--- config.mk ---
export PLATFORM = sky130hd
export DESIGN_NAME = bram_port_arbiter
export DESIGN_NICKNAME = d
export VERILOG_FILES = /design/src/rtl/bram_port_arbiter.sv
export SDC_FILE = /design/constraint.sdc
export NUM_CORES = 1
export LEC_CHECK = 0
export BUFFER_PORTS_ARGS = -buffer_cell sky130_fd_sc_hd__buf_2
export CORE_UTILIZATION = 49
export DETAILED_ROUTE_END_ITERATION = 6
export PLACE_DENSITY = 0.92
export SLEW_MARGIN = 40
export SYNTH_ARGS = -nofsm -noshare
export SYNTH_HDL_FRONTEND = slang
export SYNTH_SLANG_ARGS = --single-unit
--- constraint.sdc ---
create_clock -name clk -period 4.1 [get_ports clk]
set_input_delay 0.615 -clock clk [delete_from_list [all_inputs] [get_ports clk]]
set_output_delay 0.615 -clock clk [all_outputs]
set_load 0.02 [all_outputs]
--- src/rtl/bram_port_arbiter.sv ---
// bram_port_arbiter: round-robin sharing of one 32-bit BRAM port between two
// requesters. One access at a time; read latency is absorbed by a wait counter.
`default_nettype none

module bram_port_arbiter #(
    parameter int READ_LAT = 2
) (
    input  logic        clk,
    input  logic        resetn,
    input  logic        r0_valid,
    input  logic [3:0]  r0_we,
    input  logic [14:0] r0_addr,
    input  logic [31:0] r0_wdata,
    output logic        r0_done,
    input  logic        r1_valid,
    input  logic [3:0]  r1_we,
    input  logic [14:0] r1_addr,
    input  logic [31:0] r1_wdata,
    output logic        r1_done,
    output logic [31:0] rsp_rdata,
    output logic        grant_id,
    output logic        busy,
    output logic        bram_en,
    output logic [3:0]  bram_we,
    output logic [14:0] bram_addr,
    output logic [31:0] bram_wdata,
    input  logic [31:0] bram_rdata
);

    typedef enum logic [1:0] {
        ST_IDLE = 2'd0,
        ST_WAIT = 2'd1,
        ST_RESP = 2'd2
    } state_t;

    state_t      state_q, state_d;
    logic [3:0]  count_q, count_d;
    logic        last_grant_q, last_grant_d;
    logic        grant_id_q, grant_id_d;
    logic        busy_q, busy_d;
    logic        done0_q, done0_d;
    logic        done1_q, done1_d;
    logic [31:0] rsp_rdata_q, rsp_rdata_d;
    logic        bram_en_q, bram_en_d;
    logic [3:0]  bram_we_q, bram_we_d;
    logic [14:0] bram_addr_q, bram_addr_d;
    logic [31:0] bram_wdata_q, bram_wdata_d;
    logic        win;

    always_comb begin
        state_d      = state_q;
        count_d      = count_q;
        last_grant_d = last_grant_q;
        grant_id_d   = grant_id_q;
        done0_d      = 1'b0;
        done1_d      = 1'b0;
        rsp_rdata_d  = rsp_rdata_q;
        bram_en_d    = bram_en_q;
        bram_we_d    = bram_we_q;
        bram_addr_d  = bram_addr_q;
        bram_wdata_d = bram_wdata_q;
        // On a tie the requester that did not win last time goes first
        win          = (r0_valid && r1_valid) ? ~last_grant_q : r1_valid;

        case (state_q)
            ST_IDLE: begin
                if (r0_valid || r1_valid) begin
                    bram_en_d    = 1'b1;
                    bram_we_d    = win ? r1_we    : r0_we;
                    bram_addr_d  = win ? r1_addr  : r0_addr;
                    bram_wdata_d = win ? r1_wdata : r0_wdata;
                    grant_id_d   = win;
                    last_grant_d = win;
                    count_d      = 4'(READ_LAT - 1);
                    state_d      = ST_WAIT;
                end
            end
            ST_WAIT: begin
                if (count_q != 4'd0) begin
                    count_d = count_q - 4'd1;
                end else begin
                    rsp_rdata_d = bram_rdata;
                    done0_d     = ~grant_id_q;
                    done1_d     = grant_id_q;
                    bram_en_d   = 1'b0;
                    bram_we_d   = 4'd0;
                    state_d     = ST_RESP;
                end
            end
            ST_RESP: begin
                state_d = ST_IDLE;
            end
            default: begin
                state_d = ST_IDLE;
            end
        endcase

        busy_d = (state_d != ST_IDLE);
    end

    always_ff @(posedge clk or negedge resetn) begin
        if (!resetn) begin
            state_q      <= ST_IDLE;
            count_q      <= 4'd0;
            last_grant_q <= 1'b1;
            grant_id_q   <= 1'b0;
            busy_q       <= 1'b0;
            done0_q      <= 1'b0;
            done1_q      <= 1'b0;
            rsp_rdata_q  <= 32'd0;
            bram_en_q    <= 1'b0;
            bram_we_q    <= 4'd0;
            bram_addr_q  <= 15'd0;
            bram_wdata_q <= 32'd0;
        end else begin
            state_q      <= state_d;
            count_q      <= count_d;
            last_grant_q <= last_grant_d;
            grant_id_q   <= grant_id_d;
            busy_q       <= busy_d;
            done0_q      <= done0_d;
            done1_q      <= done1_d;
            rsp_rdata_q  <= rsp_rdata_d;
            bram_en_q    <= bram_en_d;
            bram_we_q    <= bram_we_d;
            bram_addr_q  <= bram_addr_d;
            bram_wdata_q <= bram_wdata_d;
        end
    end

    assign r0_done    = done0_q;
    assign r1_done    = done1_q;
    assign rsp_rdata  = rsp_rdata_q;
    assign grant_id   = grant_id_q;
    assign busy       = busy_q;
    assign bram_en    = bram_en_q;
    assign bram_we    = bram_we_q;
    assign bram_addr  = bram_addr_q;
    assign bram_wdata = bram_wdata_q;

endmodule

`default_nettype wire

==> metrics.cfg, run 1 <==
[die]
fp.dieW_um = 95.27
initial_core_util_pct = 51.36
row_count = 33
core-area_um2 = 8299
die_area_um2 = 9076
num_io_pins = 226
die_h_um = 95.27

[clock_network]
path_clk_slew_ns = 0.10
cts_root_buffer = clkbuf_8
cts_setup_buffers = 0
cts_hold_buf = 0
htree_levels = 3
cts_tree = yes
cts.path.max_buffers = 2
cts_resized = 0
insertion_delay_ns = 0.35
cts_inserted_buffers = 9
cts_sinks = 95

[drt]
dr_total_vias = 3181
detail_route.iter0.violations = 31
drc = 0
first_pass_iters = 4
avgRoutedWirePerCell_um = 15.74
via_per_inst = 5.131
final_antenna_net_count = 0
wl_um = 9757

[synth]
seq_area_frac_synth_pct = 55.80
synth_top_area_share_pct = 55.18
yosys-top-cells-area = dfrtp_1 55%, mux2_2 31%, mux2_4 1.8%
synth_top_area_cell = dfrtp_1
synth_xor_area_share_pct = 0
synth_compound_area_share_pct = 2.847
syn_avg_cell_area_um2 = 14.96
netlist_instances = 285
synth_common_cells = 119 x mux2_2, 94 x dfrtp_1, 7 x o21ai_0, 6 x nor2_1
synth_cell_types = 33
synth_enable_flop_cells = 0
synth_top_family_by_area = multiplexers
yosysMostFrequentCell = mux2_2
synth_top_flop_cell = dfrtp_1
ys_warn_count = 0
synthesis.nets = 425
ys_async_sr_fraction_pct = 100.0
synth_adder_area_share_pct = 0.5870
muxShareOfSynthArea_pct = 34.90
syn_area_um2 = 4263
synth-seq-cells = 95
synth-simple-area-share_pct = 2.818

[sta]
setup_tns_ns = 0
max_freq_ghz = 0.4307
setup_ws_ns = 1.778
rsz0062_at_grt = no
relSlewSlack_pct = 48.82
final_max_slew_viol_count = 0
setup_viol = 0
holdWs_ns = 0.2892
min_period_over_period_pct = 56.63
finClkSkew_ns = 0.01608
layout_min_cycle_time_ns = 2.322
hold_violations = 0
worst_pin_slew_ns = 0.7677

[grt]
grt_max_degree = 96
antenna_found_initial = 0
track_usage_pct = 21.41
grt_pass1_wl_um = 14870
grt_pass1_vias = 3313
grt.overflow.total = 0

[status]
status = finished, final reports clean

[setup_path]
worstPathArrival_ns = 2.55
crit_type = reg2reg
critPathLaunchType = register
crit_path_top_delay_cell = nor2_4
worst-r2r-setup-slack_ns = 1.78
path_depth = 4
crit_fanout = 30
critPathCapture = bram_wdata[16]
crit_path_end_kind = register
cpLargestDelayFamily = simple AND/OR/NAND/NOR gates
cp-startpoint = state_q[1]
rr_startpoint = state_q[1]
critical_path.max_stage_delay_ns = 0.52
crit_buf_inv = 1
ff2ff_path_depth = 4
cp.required_ns = 4.33
path_cells = or2_1 -> nor2_4 -> buf_4 -> mux2_2
regToRegEndpoint = bram_wdata[16]

[finish]
nNetsFinal = 650
nFillCells = 595
final_util_pct = 67.95
drive_gt1_share_pct = 72.82
diodes = 0
fin_cells = 620
syn2layout_area_growth_pct = 32.29
final_cell_area_um2 = 5639

[place]
portBuffers = 225
gp_congestion = 0.7835
place_area_um2 = 5445
place_ws_ns = 1.566
dpl.hpwl_um = 7405
dpl.cell_count = 604

[run]
drv_cap = 0

[power_and_ir_drop]
p_total_mw = 4.373
peakVddDrop_mv = 0.4294
power_density_nw_per_um2 = 775.5
leakage_nw = 2.781

[worst_hold_path]
min-delay-path-class = in2async

worst min-delay path by stage:
stage,slack (ns),startpoint,cells after the start,endpoint
after global routing,0.37,resetn,1,rsp_rdata[29]
after detailed placement,0.48,grant_id,1,r0_done
after global placement,0.46,bram_en,1,bram_en
final,0.29,resetn,1,rsp_rdata[28]
after CTS,0.37,resetn,1,rsp_rdata[10]
after floorplan,0.32,resetn,0,bram_addr[0]
kinds of logic (layout without fill, tap and decap cells):
logic type | Yosys count | after routing
mux | 131 | 131
simple gates | 20 | 20
buf+inv | 18 | 248
fa+ha+maj | 2 | 2
flops | 95 | 95
compound gates | 19 | 19
worst register-to-register path, stage by stage, from the launching register on:
cell	delay [ns]
dfrtp_1	0.47
or2_1	0.32
nor2_4	0.52
buf_4	0.48
mux2_2	0.40
area by class of cell:
class                   count  area, um2  area share [%]
clock buffers               9      123.9           2.197
clock inverters             7      67.56           1.198
inverters                   5      21.27          0.3772
multi-input cells         172       1767           31.33
flip-flops and latches     95       2379           42.18
well taps                 105      131.4           2.330
repair buffers            227       1150           20.39
registers in the layout, indices dropped and copies added (netlist names), 2 cells and up:
register    flops
rsp_rdata      32
bram_wdata     32
state_q         2
count_q         4
bram_addr      15
bram_we         4
cells in the final DEF (no fill, tap or decap), drive strengths merged, types with 2 or more instances in the layout:
cell	n
ha	2
nand2	3
o22ai	5
mux2i	5
clkinv	5
o21ai	7
nand3	2
mux2	126
buf	226
inv	7
clkbuf	10
nor2	7
dfrtp	94
nor3	2
power by group:
group / leakage (nW) / internal, mW / switching, mW
Sequential: 1.13 / 1.41 / 0.253
Combinational: 1.55 / 0.962 / 1.16
Clock: 0.0984 / 0.234 / 0.348
Total: 2.78 / 2.61 / 1.76
per-layer routing:
layer | up-vias | global-route usage [%] | routed length, um
met5 | - | 0 | 0
met4 | 0 | 7.449 | 128
met3 | 12 | 6.300 | 859
met2 | 160 | 39.70 | 5144
met1 | 1536 | 22.92 | 3624
li1 | 1473 | - | -
No activity file was read; power rests on OpenSTA's default activity.
==> run 2: changes to the inputs <==
Settings changed: ABC_AREA set to 1, CORE_UTILIZATION 49 to 45, PLACE_DENSITY 0.92 to 0.87.
Clock period 4.1 ns to 2.3 ns, I/O delays scaled along.
==> metrics.cfg, run 2 <==
[die]
row_count = 34  ; +3.0%
fp.dieW_um = 97.40  ; +2.2%
initial_core_util_pct = 46.73  ; -4.6 points
core-area_um2 = 8763  ; +5.6%
die_area_um2 = 9486  ; +4.5%
die_h_um = 97.40  ; +2.2%
num_io_pins = 226  ; unchanged

[sta]
setup_tns_ns = 0  ; unchanged
layout_min_cycle_time_ns = 1.731  ; -0.5909 ns
max_freq_ghz = 0.5777  ; +34%
holdWs_ns = 0.1900  ; -0.09915 ns
final_max_slew_viol_count = 0  ; unchanged
rsz0062_at_grt = no
min_period_over_period_pct = 75.26  ; +19 points
finClkSkew_ns = 0.009614  ; -0.006468 ns
hold_violations = 0  ; unchanged
relSlewSlack_pct = 51.86  ; +3.0 points
worst_pin_slew_ns = 0.7211  ; -0.04661 ns
setup_viol = 0  ; unchanged

[power_and_ir_drop]
seqPwrFrac_pct = 37.5  ; -0.6 points
power_density_nw_per_um2 = 1444  ; +86%
p_sw_mw = 3.686  ; +110%
p_int_mw = 4.159  ; +59%
leakage_nw = 3.014  ; +8.4%
p_sw_share_pct = 46.98  ; +6.6 points
peakVddDrop_mv = 0.7222  ; +68%
p_comb_share_pct = 50.0  ; +1.4 points
power.share.clock_pct = 12.4  ; -0.9 points
p_total_mw = 7.845  ; +79%

[synth]
seq_area_frac_synth_pct = 58.08  ; +2.3 points
synth_cell_types = 24  ; -27%
synthesis.nets = 615  ; +45%
netlist_instances = 475  ; +67%
ys_warn_count = 0  ; unchanged
synth_top_area_cell = dfrtp_1
ys_async_sr_fraction_pct = 100.0  ; unchanged
syn_area_um2 = 4095  ; -3.9%
synth_top_area_share_pct = 57.44  ; +2.3 points
synth_enable_flop_cells = 0  ; unchanged
synth_top_flop_cell = dfrtp_1
yosysMostFrequentCell = nand2_1
yosys-top-cells-area = dfrtp_1 57%, nand2_1 15%, o21ai_0 6.8%
synth_common_cells = 169 x nand2_1, 94 x dfrtp_1, 56 x o21ai_0, 54 x nor2_1, 43 x o21ai_1
syn_avg_cell_area_um2 = 8.621  ; -42%
synth-seq-cells = 95  ; unchanged

[clock_network]
cts_inserted_buffers = 9  ; unchanged
cts_root_buffer = clkbuf_8
cts_hold_buf = 1  ; +1
cts_tree = yes
cts_setup_buffers = 0  ; unchanged
path_clk_slew_ns = 0.10  ; about the same
cts_sinks = 95  ; unchanged
cts_resized = 0  ; unchanged
cts.path.max_buffers = 2  ; unchanged
htree_levels = 3  ; unchanged
insertion_delay_ns = 0.35  ; about the same

[drt]
first_pass_iters = 4  ; unchanged
dr_total_vias = 3992  ; +25%
drc = 0  ; unchanged
wl_um = 11270  ; +16%
detail_route.iter0.violations = 129  ; +320%
via_per_inst = 4.965  ; -3.2%
final_antenna_net_count = 0  ; unchanged
avgRoutedWirePerCell_um = 14.02  ; -11%

[setup_path]
ff2ff_path_depth = 5  ; +1
rr_startpoint = state_q[1]
path_depth = 5  ; +1
cp.required_ns = 2.58  ; -1.75 ns
cpLargestDelayFamily = buffers and inverters
critPathLaunchType = register
worst-r2r-setup-slack_ns = 0.57  ; -1.21 ns
worstPathArrival_ns = 2.01  ; -0.54 ns
crit_type = reg2reg
regToRegEndpoint = bram_wdata[16]
crit_buf_inv = 1  ; unchanged
crit_path_top_delay_cell = inv_2
critical_path.max_stage_delay_ns = 0.53  ; about the same
crit_fanout = 52  ; +73%
crit_path_end_kind = register
path_cells = nor2_4 -> o21ai_4 -> inv_2 -> o21ai_0 -> o21ai_1

[worst_hold_path]
hp-start = bram_rdata[17]
worstHoldEndpoint = rsp_rdata[17]
hold_depth = 3
min-delay-path-class = in2reg

[place]
gp_congestion = 0.8333  ; +6.4%
dpl.cell_count = 787  ; +30%
portBuffers = 225  ; unchanged
place_area_um2 = 5251  ; -3.6%
dpl.hpwl_um = 8223  ; +11%

[grt]
grt.overflow.total = 0  ; unchanged
antenna_found_initial = 0  ; unchanged
grt_pass1_vias = 3885  ; +17%
grt_max_degree = 53  ; -45%
grt_pass1_wl_um = 18290  ; +23%
track_usage_pct = 24.18  ; +2.8 points

[status]
status = finished, final reports clean

[finish]
diodes = 0  ; unchanged
final_cell_area_um2 = 5434  ; -3.6%
syn2layout_area_growth_pct = 32.69
final_cell_mix = 224 x buf_2, 168 x nand2_1, 94 x dfrtp_1
nNetsFinal = 831  ; +28%
drive_gt1_share_pct = 37.50  ; -35 points
mostFrequentLayoutCell = buf_2
fin_cells = 804  ; +30%

[run]
drv_cap = 0  ; unchanged

==> run 2: changes by cell type after synthesis, sizes merged, moves of 2 or more <==
cell | before | now
clkbuf | 0 | 2
o22ai | 5 | 0
mux2i | 5 | 0
nor3 | 2 | 0
buf | 13 | 25
o211ai | 0 | 4
mux2 | 126 | 0
nand2 | 3 | 170
o21ai | 7 | 100
inv | 5 | 13
nor2 | 7 | 59
==> run 2: layout make-up <==
cell class | instances | area, um2
inverter | 13 | 51.30
sequential | 95 | 2379
clock buffer | 9 | 123.9
tap | 108 | 135.1
multi-input combinational | 340 | 1500
clock inverter | 7 | 48.80
timing repair buffer | 232 | 1196
fill | 771 | 3329
==> run 2: metrics by stage <==
step	worst slack [ns]	util, %
finish	0.5691	62.01
global route	0.3836	62.01
CTS	0.5595	62.01
detailed placement	0.5725	59.92
global placement	0.6470	59.92
floorplan	0.9472	-
==> run 2: cell families (layout without fill, tap and decap cells) <==
logic type / count (synthesis) / in the layout / share of synthesized area, %
simple gates: 233 / 233 / 22.52
compound gates: 104 / 104 / 13.05
flops: 95 / 95 / 58.08
buf+inv: 40 / 261 / 5.530
fa+ha+maj: 2 / 2 / 0.6110
xor+xnor: 1 / 1 / 0.2139
==> run 2: power groups by stage <==
stage / Sequential (mW) / Combinational [mW] / Clock, mW
global route: 3.04 / 4.33 / 1.09
detailed placement: 2.96 / 3.97 / 0
CTS: 2.94 / 3.97 / 1.02
global placement: 2.92 / 3.83 / 0
finish: 2.94 / 3.93 / 0.977
floorplan: 3.88 / 1.75 / 0
==> run 2: worst min-delay path, delay by kind of cell <==
kind / cells / cell delay (ns)
AND/OR/NAND/NOR: 2 / 0.09
buffers and inverters: 1 / 0.07
==> run 2: how the worst max path moves through the flow <==
| stage | from | to | slack [ns] |
|---|---|---|---|
| 3_5_place_dp | state_q[1] | bram_wdata[16] | 0.57 |
| 5_1_grt | state_q[1] | bram_wdata[16] | 0.38 |
| 4_1_cts | state_q[1] | bram_wdata[16] | 0.56 |
| 3_3_place_gp | r1_valid | count_q[0] | 0.65 |
| 6_report | state_q[1] | bram_wdata[16] | 0.57 |
| 2_1_floorplan | count_q[0] | rsp_rdata[23] | 0.95 |
==> run 2: routing by layer <==
metal / track usage (%) / routed length (um) / share of wire (%) / vias to the layer above
met4: 9.502 / 229 / 2.0 / 0
met2: 41.04 / 5610 / 50 / 196
met1: 29.60 / 4525 / 40 / 1831
met3: 6.043 / 907 / 8.0 / 24
met5: 0 / 0 / 0 / -
li1: - / - / - / 1941
==> run 3: changes to the inputs <==
Settings changed: ABC_AREA 1 to 0, CORE_UTILIZATION 45 to 41, PLACE_DENSITY 0.87 to 0.83.
Clock period 2.3 ns to 1.5 ns, I/O delays scaled along.
==> metrics.cfg, run 3 (synthesis results as in run 1) <==
[die]
core-area_um2 = 9910  ; +13%
die_area_um2 = 10810  ; +14%
die_h_um = 104.0  ; +6.7%
num_io_pins = 226  ; unchanged
fp.dieW_um = 104.0  ; +6.7%
row_count = 36  ; +5.9%
initial_core_util_pct = 43.02  ; -3.7 points

[setup_path]
critPathLaunchType = register
worstPathArrival_ns = 1.91  ; -0.10 ns
rr_startpoint = state_q[1]
worst-r2r-setup-slack_ns = -0.18  ; -0.75 ns
crit_fanout = 7  ; -87%
regToRegEndpoint = bram_wdata[18]
crit_path_end_kind = register
cp.required_ns = 1.74  ; -0.84 ns
ff2ff_path_depth = 6  ; +1
crit_type = reg2reg

[finish]
fin_cells = 701  ; -13%
diodes = 0  ; unchanged
drive_gt1_share_pct = 76.41  ; +39 points
final_cell_mix = 224 x buf_2, 94 x dfrtp_1, 87 x mux2_4
nFillCells = 690  ; -11%
syn2layout_area_growth_pct = 58.91
mostFrequentLayoutCell = buf_2
nNetsFinal = 703  ; -15%

[power_and_ir_drop]
leakage_nw = 3.459  ; +15%
peakVddDrop_mv = 1.191  ; +65%
power_density_nw_per_um2 = 2119  ; +47%

[place]
place_ws_ns = -0.1654  ; -0.7380 ns
dpl.cell_count = 657  ; -17%
dpl.hpwl_um = 7630  ; -7.2%
portBuffers = 225  ; unchanged
gp_congestion = 0.7778  ; -6.7%

[sta]
relSlewSlack_pct = 67.70  ; +16 points
max_freq_ghz = 0.5964  ; +3.2%
hold_violations = 0  ; unchanged
rsz0062_at_grt = yes
layout_min_cycle_time_ns = 1.677  ; -0.05427 ns
setup_ws_ns = -0.1767  ; -0.7457 ns
holdWs_ns = 0.09874  ; -0.09128 ns
min_period_over_period_pct = 111.8  ; +37 points
setup_viol = 81  ; +81
finClkSkew_ns = 0.008264  ; -0.001351 ns
worst_pin_slew_ns = 0.4845  ; -0.2366 ns
final_max_slew_viol_count = 0  ; unchanged

[worst_hold_path]
hp-start = bram_rdata[28]
worstHoldEndpoint = rsp_rdata[28]
hold_depth = 2  ; -1
min-delay-path-class = in2reg

[drt]
avgRoutedWirePerCell_um = 17.78  ; +27%
final_antenna_net_count = 0  ; unchanged
dr_total_vias = 3463  ; -13%
via_per_inst = 4.940  ; -0.51%
detail_route.iter0.violations = 125  ; -3.1%
wl_um = 12460  ; +11%
drc = 0  ; unchanged
first_pass_iters = 4  ; unchanged

[clock_network]
cts.path.max_buffers = 2  ; unchanged
path_clk_slew_ns = 0.09  ; about the same
htree_levels = 3  ; unchanged
insertion_delay_ns = 0.35  ; about the same
cts_inserted_buffers = 9  ; unchanged
cts_tree = yes
cts_sinks = 95  ; unchanged
cts_root_buffer = clkbuf_8

[grt]
grt_pass1_vias = 3702  ; -4.7%
grt_pass1_wl_um = 17800  ; -2.7%
antenna_found_initial = 0  ; unchanged
track_usage_pct = 21.00  ; -3.2 points
grt.overflow.total = 0  ; unchanged
grt_max_degree = 96  ; +81%

[status]
status = complete, but fails checks
violations = negative setup slack

[run]
drv_cap = 0  ; unchanged

run 3: worst max path at each step:
| stage | from | endpoint | depth (start not counted) |
|---|---|---|---|
| 2_1_floorplan | count_q[0] | rsp_rdata[10] | 7 |
| 3_3_place_gp | count_q[1] | rsp_rdata[22] | 7 |
| 3_5_place_dp | count_q[1] | rsp_rdata[17] | 7 |
| 4_1_cts | count_q[1] | rsp_rdata[14] | 7 |
| 5_1_grt | count_q[1] | rsp_rdata[24] | 7 |
| 6_report | state_q[1] | bram_wdata[18] | 6 |
run 3: metal layers:
layer	vias up	routed length (um)	GRT usage, %
met3	23	659	4.135
met2	167	6479	38.00
met4	0	314	9.694
li1	1588	-	-
met1	1685	5009	23.76
met5	-	0	0
run 3: final cells by class:
cell class | count | area, um2 | area share, %
flip-flops and latches | 95 | 2379 | 35.11
repair buffers | 280 | 1912 | 28.22
clock inverters | 6 | 61.31 | 0.9051
inverters | 5 | 23.77 | 0.3509
well taps | 133 | 166.4 | 2.457
clock buffers | 10 | 127.6 | 1.884
multi-input cells | 172 | 2105 | 31.07
run 3: where the power goes:
group | internal, mW | leakage (nW) | switching [mW]
Sequential | 3.87 | 1.13 | 0.747
Clock | 0.766 | 0.0960 | 0.874
Combinational | 4.31 | 2.23 | 3.79
Total | 8.95 | 3.46 | 5.41
run 3: what timing repair did:
item,4_1_cts,5_1_grt
hold buffers,1,0
endpoints found under the setup margin,80,85
hold endpoints to repair,94,0
gates resized for setup,39,70
setup buffers,12,4
cloned,7,7
pin swaps,2,7
run 3: through the flow:
stage                     area (um2)  utilization (%)  setup TNS [ns]  power, mW
after global placement          5734            57.87          -3.419      10.73
after global routing            6774            68.36          -14.22      15.08
after detailed placement        5734            57.87          -6.683      11.00
after floorplan                 4289                -          -5.979      8.652
final                           6774            68.36          -9.499      14.36
after CTS                       6384            64.42          -9.779      13.59
run 3: critical path, cell delays in order (launching register included):
cell and delay (ns):
dfrtp_1 0.42, or2_4 0.28, nor2_4 0.16, buf_12 0.14, buf_12 0.12, buf_12 0.14
mux2_4 0.31
